### config.mk
export PLATFORM = sky130hd
export DESIGN_NAME = seven_seg_display
export DESIGN_NICKNAME = d
export VERILOG_FILES = /design/src/rtl/seven_seg_display.sv
export SDC_FILE = /design/constraint.sdc
export NUM_CORES = 1
export LEC_CHECK = 0
export BUFFER_PORTS_ARGS = -buffer_cell sky130_fd_sc_hd__buf_2
export CELL_PAD_IN_SITES_DETAIL_PLACEMENT = 1
export CELL_PAD_IN_SITES_GLOBAL_PLACEMENT = 2
export CORE_UTILIZATION = 35
export DETAILED_ROUTE_END_ITERATION = 10
export PLACE_DENSITY_LB_ADDON = 0.1
export RECOVER_POWER = 100
export SLEW_MARGIN = 20
export SYNTH_ARGS = -nofsm -noshare
export SYNTH_HDL_FRONTEND = slang
export SYNTH_SLANG_ARGS = --single-unit
### constraint.sdc
create_clock -name clock -period 4.7 [get_ports clock]
set_clock_uncertainty 0.1 [all_clocks]
set_input_delay 1.41 -clock clock [delete_from_list [all_inputs] [get_ports clock]]
set_output_delay 1.41 -clock clock [all_outputs]
set_load 0.01 [all_outputs]
### src/rtl/seven_seg_display.sv
// Eight-digit seven-segment driver for the register-file display word.
// Binary-to-BCD conversion runs as a 32-step shift-add-3 loop with blanking, sign and overflow.
module seven_seg_display (
    input  logic        clock,
    input  logic        reset_n,
    input  logic [31:0] value,
    input  logic        signed_mode,
    output logic [6:0]  hex0,
    output logic [6:0]  hex1,
    output logic [6:0]  hex2,
    output logic [6:0]  hex3,
    output logic [6:0]  hex4,
    output logic [6:0]  hex5,
    output logic [6:0]  hex6,
    output logic [6:0]  hex7,
    output logic        neg,
    output logic        overflow,
    output logic        busy
);

    localparam int unsigned DATA_W  = 32;
    localparam int unsigned BCD_W   = 40;
    localparam int unsigned BCD_NIB = 10;
    localparam int unsigned DIGITS  = 8;
    localparam int unsigned CNT_W   = 5;

    localparam logic [1:0] IDLE   = 2'd0;
    localparam logic [1:0] LOAD   = 2'd1;
    localparam logic [1:0] SHIFT  = 2'd2;
    localparam logic [1:0] UPDATE = 2'd3;

    localparam logic [CNT_W-1:0] LAST_SHIFT = CNT_W'(DATA_W - 1);

    localparam logic [6:0] SEG_BLANK = 7'b1111111;
    localparam logic [6:0] SEG_DASH  = 7'b0111111;
    localparam logic [6:0] SEG_ZERO  = 7'b1000000;

    logic [1:0]              state;
    logic [1:0]              nextState;
    logic                    pending;
    logic [DATA_W:0]         lastSample;
    logic [DATA_W:0]         sampleNow;
    logic                    negNext;
    logic                    loadNeg;
    logic [DATA_W-1:0]       mag;
    logic [BCD_W-1:0]        bcd;
    logic [BCD_W-1:0]        bcdAdj;
    logic [BCD_W+DATA_W-1:0] shiftNext;
    logic [CNT_W-1:0]        bitCount;
    logic                    overflowNext;
    logic [6:0]              segNext [DIGITS];

    function automatic logic [6:0] segCode(input logic [3:0] digit);
        case (digit)
            4'd0:    segCode = 7'b1000000;
            4'd1:    segCode = 7'b1111001;
            4'd2:    segCode = 7'b0100100;
            4'd3:    segCode = 7'b0110000;
            4'd4:    segCode = 7'b0011001;
            4'd5:    segCode = 7'b0010010;
            4'd6:    segCode = 7'b0000010;
            4'd7:    segCode = 7'b1111000;
            4'd8:    segCode = 7'b0000000;
            4'd9:    segCode = 7'b0010000;
            default: segCode = SEG_BLANK;
        endcase
    endfunction

    always_ff @(posedge clock) begin
        if (!reset_n) state <= IDLE;
        else          state <= nextState;
    end

    // Any difference from the last converted sample (or a post-reset request) starts a conversion.
    always_comb begin
        nextState = state;
        sampleNow = {signed_mode, value};
        case (state)
            IDLE:    if (pending || (sampleNow != lastSample)) nextState = LOAD;
            LOAD:    nextState = SHIFT;
            SHIFT:   if (bitCount == LAST_SHIFT) nextState = UPDATE;
            UPDATE:  nextState = IDLE;
            default: nextState = IDLE;
        endcase
    end

    // Add-3 correction on every nibble before the shift.
    always_comb begin
        logic [3:0] nib;
        bcdAdj  = bcd;
        loadNeg = signed_mode & value[DATA_W-1];
        for (int i = 0; i < int'(BCD_NIB); i++) begin
            nib = bcd[4*i +: 4];
            bcdAdj[4*i +: 4] = (nib >= 4'd5) ? nib + 4'd3 : nib;
        end
        shiftNext = {bcdAdj, mag} << 1;
    end

    // Digits above the most significant nonzero one are blanked; hex0 always shows.
    always_comb begin
        logic       seen;
        logic [3:0] digit;
        segNext      = '{default: SEG_BLANK};
        overflowNext = |bcd[BCD_W-1:4*DIGITS];
        seen         = 1'b0;
        for (int i = int'(DIGITS) - 1; i >= 0; i--) begin
            digit = bcd[4*i +: 4];
            seen  = seen | (digit != 4'd0) | (i == 0);
            if (overflowNext)  segNext[i] = SEG_DASH;
            else if (seen)     segNext[i] = segCode(digit);
            else               segNext[i] = SEG_BLANK;
        end
    end

    always_ff @(posedge clock) begin
        if (!reset_n) begin
            pending    <= 1'b1;
            lastSample <= '0;
            bitCount   <= '0;
            bcd        <= '0;
            mag        <= '0;
            negNext    <= 1'b0;
            hex0       <= SEG_ZERO;
            hex1       <= SEG_BLANK;
            hex2       <= SEG_BLANK;
            hex3       <= SEG_BLANK;
            hex4       <= SEG_BLANK;
            hex5       <= SEG_BLANK;
            hex6       <= SEG_BLANK;
            hex7       <= SEG_BLANK;
            neg        <= 1'b0;
            overflow   <= 1'b0;
            busy       <= 1'b0;
        end else begin
            busy <= (nextState != IDLE);
            case (state)
                LOAD: begin
                    lastSample <= sampleNow;
                    negNext    <= loadNeg;
                    mag        <= loadNeg ? (~value + 32'd1) : value;
                    bcd        <= '0;
                    bitCount   <= '0;
                    pending    <= 1'b0;
                end
                SHIFT: begin
                    {bcd, mag} <= shiftNext;
                    bitCount   <= bitCount + CNT_W'(1);
                end
                UPDATE: begin
                    hex0     <= segNext[0];
                    hex1     <= segNext[1];
                    hex2     <= segNext[2];
                    hex3     <= segNext[3];
                    hex4     <= segNext[4];
                    hex5     <= segNext[5];
                    hex6     <= segNext[6];
                    hex7     <= segNext[7];
                    neg      <= negNext;
                    overflow <= overflowNext;
                end
                default: ;
            endcase
        end
    end

endmodule

Word level (Yosys, flattened, before mapping)

Memory sizes are Yosys's and may differ from the RTL's. A register that Yosys moved wholly into a read port is not among the register bits.
Cells that the tools add are included.

Add/sub/neg operators: 12
$lt $le $gt $ge: 10
Equality and inequality tests: 5
Multiplexer cells: 48
Bitwise operators: 8
Reductions and logical operators: 12

Operators with widths:

| operator                                                                             | count |
|---|---|
| 7-bit two-way mux                                                                    | 15 |
| 4-bit two-way mux                                                                    | 25 |
| 40-bit case mux with 2 select lines                                                  | 1 |
| 32-bit case mux with 2 select lines                                                  | 1 |
| 4-bit by 3-bit greater-or-equal comparator with 1-bit output (second input constant) | 10 |
| 4-bit by 2-bit adder with 4-bit output (second input constant)                       | 9 |
| 33-bit inequality test                                                               | 1 |
| 32-bit by 1-bit adder with 32-bit output (second input constant)                     | 1 |
| 32-bit two-way mux                                                                   | 1 |
| 32-bit inverter                                                                      | 1 |
| 4-bit nonzero test                                                                   | 7 |
| 5-bit case mux with 2 select lines                                                   | 1 |
| 2-bit case mux with 4 select lines                                                   | 1 |
| 8-bit OR reduction                                                                   | 1 |
| 1-bit bitwise OR                                                                     | 6 |
| 5-bit by 1-bit adder with 5-bit output (second input constant)                       | 1 |
| 5-bit equality test (second input constant)                                          | 1 |
| 2-bit equality test (second input constant)                                          | 2 |
| 2-bit two-way mux                                                                    | 2 |
| 2-bit nonzero test                                                                   | 2 |
| 3-bit by 2-bit adder with 3-bit output (second input constant)                       | 1 |
| 3-bit two-way mux                                                                    | 1 |
| 2-bit by 1-bit equality test with 1-bit output (second input constant)               | 1 |
| 2-bit zero test                                                                      | 1 |
| 2 further kinds                                                                      | 2 |

Bits in registers: 173
ROM bits: 896
Output and inout port bits: 59
Memories: 8

Memories:

| name             | depth | width | rd ports | clocked after Yosys merged registers in | wr ports | line | RTL |
|---|---|---|---|---|---|---|---|
| (name not given) | 16    | 7     | 1        | 1                                       | 0        | 54   | `case (digit)` |
| (name not given) | 16    | 7     | 1        | 1                                       | 0        | 54   |  |
| (name not given) | 16    | 7     | 1        | 1                                       | 0        | 54   |  |
| (name not given) | 16    | 7     | 1        | 1                                       | 0        | 54   |  |
| (name not given) | 16    | 7     | 1        | 1                                       | 0        | 54   |  |
| (name not given) | 16    | 7     | 1        | 1                                       | 0        | 54   |  |
| +2 memories      | -     | -     | -        | -                                       | -        | -    |  |

Longest topological paths before layout

Gate-level depths: netlist (run 1).

Depth in word-level cells: 9
Gate-level depth with buffers: 13
Mapped depth without buffers: 11

Worst setup path before layout (run 1)

OpenSTA, ideal clock, no wires.

Kind: input -> register
Start: input port reset_n
End: register with a tool-made name
Data arrival time: 3.256 ns
Required time: 4.484 ns
Slack: 1.228 ns
Stages: 8
Path through: buf_2 > inv_2 > clkbuf_1 > clkbuf_1 > nor2_1 > ha_1 > or4_1 > a41o_1

RTL lines:

| item        | line | RTL |
|---|---|---|
| from (decl) | 5    | `input logic reset_n,` |

==> results.toml, run 1 <==
[sta]
max_slew_margin_pct = -43.02
fmax_ghz = 0.2659
rsz0062_at_grt = "false"
finalHoldViolations = 0
fin_crit_ns = 3.761
post-route-period-util_pct = 80.03
setup-violations-final = 0
tightest_slew_ns = 2.145
fin_tns_setup_ns = 0
slew_violations = 58

[power_and_ir_drop]
ir_drop_v = 0.0002657
power_w = 0.005305
p_leak_nw = 5.486
power_density_nw_per_um2 = 388.4

[placed_design]
place.gp.congestion = 0.7985
dp_hpwl_um = 24170
placed_area_um2 = 12850
portBuffers = 93

[yosys]
synthDistinctLibCells = 80
synth_warnings = 0
postSynthCellCount = 1397
synth_fa_ha_area_share_pct = 7.668
yosysMostFrequentCell = "dfxtp_1"
synth_simple_gate_area_share_pct = 17.82
synthArstFlopShare_pct = 0
synthMuxAreaShare_pct = 3.647
synth_area_um2 = 12080
ys_top_cells_by_area = "dfxtp_1 38%, ha_1 7.7%, o21ai_0 4.2%"
synth.largest_area_cell = "dfxtp_1"
synth_seq_cells = 229
yosysTopAreaCellShare_pct = 37.96
ys_seq_area_share_pct = 37.96
synth_compound_area_share_pct = 21.98
syn-num-nets = 1506
syn_area_per_cell_um2 = 8.644
synth_top_family_by_area = "compound AO/OA/AOI/OAI gates"
synth_commonest_cells = "229 x dfxtp_1, 132 x nand2_1, 102 x nor2_1, 102 x o21ai_0, 79 x inv_1"
synthFlopType = "dfxtp_1"
synth_edf_count = 0
synthXorXnorAreaFrac_pct = 4.860

[setup_path]
crit_path_end_kind = "flop"
arrival_ns = 4.05
crit_type = "reg2reg"
cp-start-kind = "flop"
crit_fanout = 22
required_ns = 4.99

[global_routing]
grt_pass1_wl_um = 57180
grt_pass1_vias = 10470
grt.total_usage_pct = 19.89
overflow = 0
grt_max_degree = 67
grt_antenna_before_repair = 0

[clock_tree]
post_cts_resized = 0
cts.clk_slew.worst_paths_ns = 0.06
root_buffer = "clkbuf_16"
post-cts-setup-buffers = 0
htreeDepth = 1
clock_sinks = 229
hold_buffers = 0
cts_tree = "done"
numCtsBuffers = 28
cts.path.max_buffers = 3
clk_latency_ns = 0.54

[hold_path]
min_path_type = "reg2reg"

[finish]
drive_gt1_share_pct = 7.992
area_delta_synth_final_pct = 13.12
final_cell_area_um2 = 13660
layout.nets = 1554
diodes = 0
utilization_pct = 40.53

[detailed_routing]
vias = 10370
drcViolationCount = 0
first_iter_violations = 503
ant_nets = 0
drt-pass1-iter-count = 6
via_per_inst = 5.425
routed_wirelength_um = 35150
wl_per_cell_um = 18.38

[floorplan]
floorplan.initialDensity_pct = 35.83
die_area_um2 = 35250
die_h_um = 187.7
floorplan.io_pins = 94
std_cell_rows = 67
die_width_um = 187.7
coreArea_um2 = 33700

[run_status]
outcome = "finished with violations"
failed_checks = "capacitance limit, slew limit"

[run]
maxCapViolCount = 1
[routing by layer]
layer | track usage [%] | routed length, µm
met2 | 34.46 | 16540
met1 | 26.25 | 16830
met5 | 0 | 0
met4 | 4.597 | 582
met3 | 2.358 | 1195
[layout by cell type (no fill, tap or decap), types with 44 or more instances in the layout]
| cell | netlist | layout |
|---|---|---|
| dfxtp_1 | 229 | 229 |
| nand2_1 | 132 | 133 |
| o21ai_0 | 102 | 103 |
| nor2_1 | 102 | 102 |
| inv_1 | 79 | 81 |
| ha_1 | 74 | 72 |
| clkbuf_1 | 53 | 71 |
| a21oi_1 | 55 | 55 |
| xor2_1 | 54 | 54 |
| mux2i_1 | 44 | 44 |
[worst paths after layout]
path | end | start | slack [ns] | cells past startpoint
worst max-delay path | flop | state[0] | 0.94 | 7
worst min-delay path | hex0[5] | flop | 0.34 | 2
worst max register to register | flop | state[0] | 0.94 | 7
worst min register to register | hex0[5] | flop | 0.34 | 2
[power by group]
group / leakage (nW) / internal (W) / switching [W]
Clock: 0.473 / 0.00143 / 0.000849
Combinational: 3.16 / 0.000272 / 0.000591
Sequential: 1.86 / 0.00208 / 0.0000800
Total: 5.49 / 0.00378 / 0.00152
[cell type report]
type	count	area, µm²
inverter	82	307.8
tap	448	560.5
clock inverter	7	137.6
timing repair buffer	112	535.5
sequential	229	4584
clock buffer	42	834.6
fill	4028	20040
multi-input combinational	992	6699
[kinds of logic (layout without fill, tap and decap cells)]
family | Yosys count | count (layout)
buffers and inverters | 176 | 243
AOI/OAI and AO/OA | 388 | 388
muxes | 44 | 44
adders and majority gates | 74 | 74
xor gates and xnor gates | 67 | 67
and+or+nand+nor | 419 | 419
DFF | 229 | 229
[worst max-delay path, stage by stage, from the launching register on]
cell	delay, ns
dfxtp_1	0.41
inv_1	0.09
ha_1	0.70
and2_0	0.24
nand2_1	0.63
o31ai_1	1.07
mux2i_1	0.27
o21ai_0	0.10
[per-stage QoR]
step                      worst slack, ns  std cells  hold WS [ns]
after global routing               0.6135       1912        0.3690
after global placement             0.9665       1863        0.3326
after CTS                           1.305       1912        0.3475
after detailed placement           0.9026       1863        0.3393
final                              0.9387       1912        0.3450
after floorplan                     1.228       1397        0.3244
Note: power is estimated with default switching activity, not from simulation.
==> inputs of run 2 (changes only) <==
clock period = 3.6 ns   (was 4.7 ns; I/O delays follow)
==> run 2 against run 1 <==
  * The flow still finishes with violations (capacitance limit, slew limit)
  * Via count did not move
  * Power grew 30%
  * Critical path depth is 2 higher
  * Highest routed layer unchanged
==> results.toml, run 2 (synthesis results as in run 1) <==
[detailed_routing]
routed_wirelength_um = 35800
ant_nets = 0
vias = 10370
wl_per_cell_um = 18.54
drt-pass1-iter-count = 4
via_per_inst = 5.372
first_iter_violations = 365
drcViolationCount = 0

[placed_design]
dp_hpwl_um = 25040
placed_area_um2 = 13020
place.gp.congestion = 0.8027
portBuffers = 93

[power_and_ir_drop]
p_leak_nw = 5.550
power_density_nw_per_um2 = 498.8
power_w = 0.006889
ir_drop_v = 0.0004054

[run]
maxCapViolCount = 1

[run_status]
failed_checks = "capacitance limit, slew limit"
outcome = "finished with violations"

[global_routing]
grt_pass1_wl_um = 58160
grt.total_usage_pct = 20.20
grt_max_degree = 59
overflow = 0
grt_pass1_vias = 10540
grt_antenna_before_repair = 0

[clock_tree]
htreeDepth = 1
root_buffer = "clkbuf_16"
cts_tree = "done"
numCtsBuffers = 29
cts.path.max_buffers = 3
cts.clk_slew.worst_paths_ns = 0.06
clock_sinks = 229
post-cts-setup-buffers = 0
clk_latency_ns = 0.55

[sta]
fin_tns_setup_ns = 0
fmax_ghz = 0.2989
rsz0062_at_grt = "false"
post-route-period-util_pct = 92.93
tightest_slew_ns = 2.221
fin_crit_ns = 3.346
max_slew_margin_pct = -48.09
hold_ws_ns = 0.3408
setup-violations-final = 0
slew_violations = 36
finalHoldViolations = 0

[setup_path]
crit_fanout = 26
crit_path_end_kind = "flop"
crit_family = "buffers and inverters"
cpMaxStageDelayCell = "ha_2"
arrival_ns = 3.68
cp_num_cells = 9
cp.buffers_inverters = 3
required_ns = 3.93
cp-start-kind = "flop"
r2r_slack_ns = 0.25
r2r_start = "state[0]"
critPathLaunch = "state[0]"
max_stage_delay_ns = 0.56
crit_path_cell_trace = "inv_1 > ha_2 > and2_0 > clkbuf_1 > nand2_1 > buf_12 > o31a_1 > and3_1 > a311o_1"
crit_type = "reg2reg"
reg2reg_depth = 9

[floorplan]
die_h_um = 187.7
floorplan.initialDensity_pct = 35.83
floorplan.io_pins = 94
std_cell_rows = 67
coreArea_um2 = 33700
die_width_um = 187.7
die_area_um2 = 35250

[finish]
area_delta_synth_final_pct = 14.37
layout_common_cells = "229 x dfxtp_1, 132 x nand2_1, 103 x o21ai_0"
final_common_cell = "dfxtp_1"
final_cell_area_um2 = 13810
drive_gt1_share_pct = 9.103
layout.nets = 1572
diodes = 0

[hold_path]
min_path_type = "reg2reg"
worstHoldEndpoint = "hex0[1]"
hold_depth = 2
[run 2: cell types whose count changed in the layout (fill, tap and decap cells not counted), sizes merged]
| cell | previous run | this run |
|---|---|---|
| clkinvlp | 1 | 2 |
| buf | 48 | 55 |
| clkinv | 3 | 7 |
| clkbuf | 106 | 114 |
| bufinv | 4 | 3 |
[run 2: through the flow]
stage / setup slack, ns / cells / util (%)
floorplan: 0.4580 / 1397 / -
global placement: 0.2996 / 1880 / 38.60
detailed placement: 0.007079 / 1880 / 38.63
CTS: 0.01132 / 1931 / 41.40
global route: 0.07896 / 1931 / 40.98
finish: 0.2544 / 1931 / 40.98
[run 2: how the worst max path moves through the flow]
stage / endpoint / slack (ns)
floorplan: flop / 0.46
global placement: flop / 0.30
detailed placement: flop / 0.007
CTS: flop / 0.01
global route: flop / 0.08
finish: flop / 0.25
[run 2: cell type report]
class	instances	area [µm²]
timing repair buffer	129	654.4
sequential	229	4584
clock buffer	40	797.0
inverter	82	307.8
tap	448	560.5
multi-input combinational	992	6768
fill	4025	19890
clock inverter	11	138.9
[run 2: power by group]
part / internal [W] / leakage [nW] / switching, W
Sequential: 0.00272 / 1.86 / 0.0000985
Combinational: 0.000406 / 3.24 / 0.000792
Clock: 0.00175 / 0.455 / 0.00113
[run 2: tightest hold or removal path, cell delays in order, from the launching register on]
cell and delay (ns):
dfxtp_1 0.29, inv_1 0.04, a31oi_1 0.06
[run 2: routing by layer]
metal	routed length (µm)	GRT usage, %	part of all wire [%]	up-vias
li1	-	-	-	5159
met1	17260	27.01	48	5006
met2	16460	33.80	46	151
met3	1133	2.321	3.2	57
met4	948	6.504	2.6	0
met5	0	0	0	-
[run 2: repair_timing]
action | CTS | global route
hold buffers | 0 | 0
endpoints found under the setup margin | 0 | 23
gates resized for setup | 0 | 2
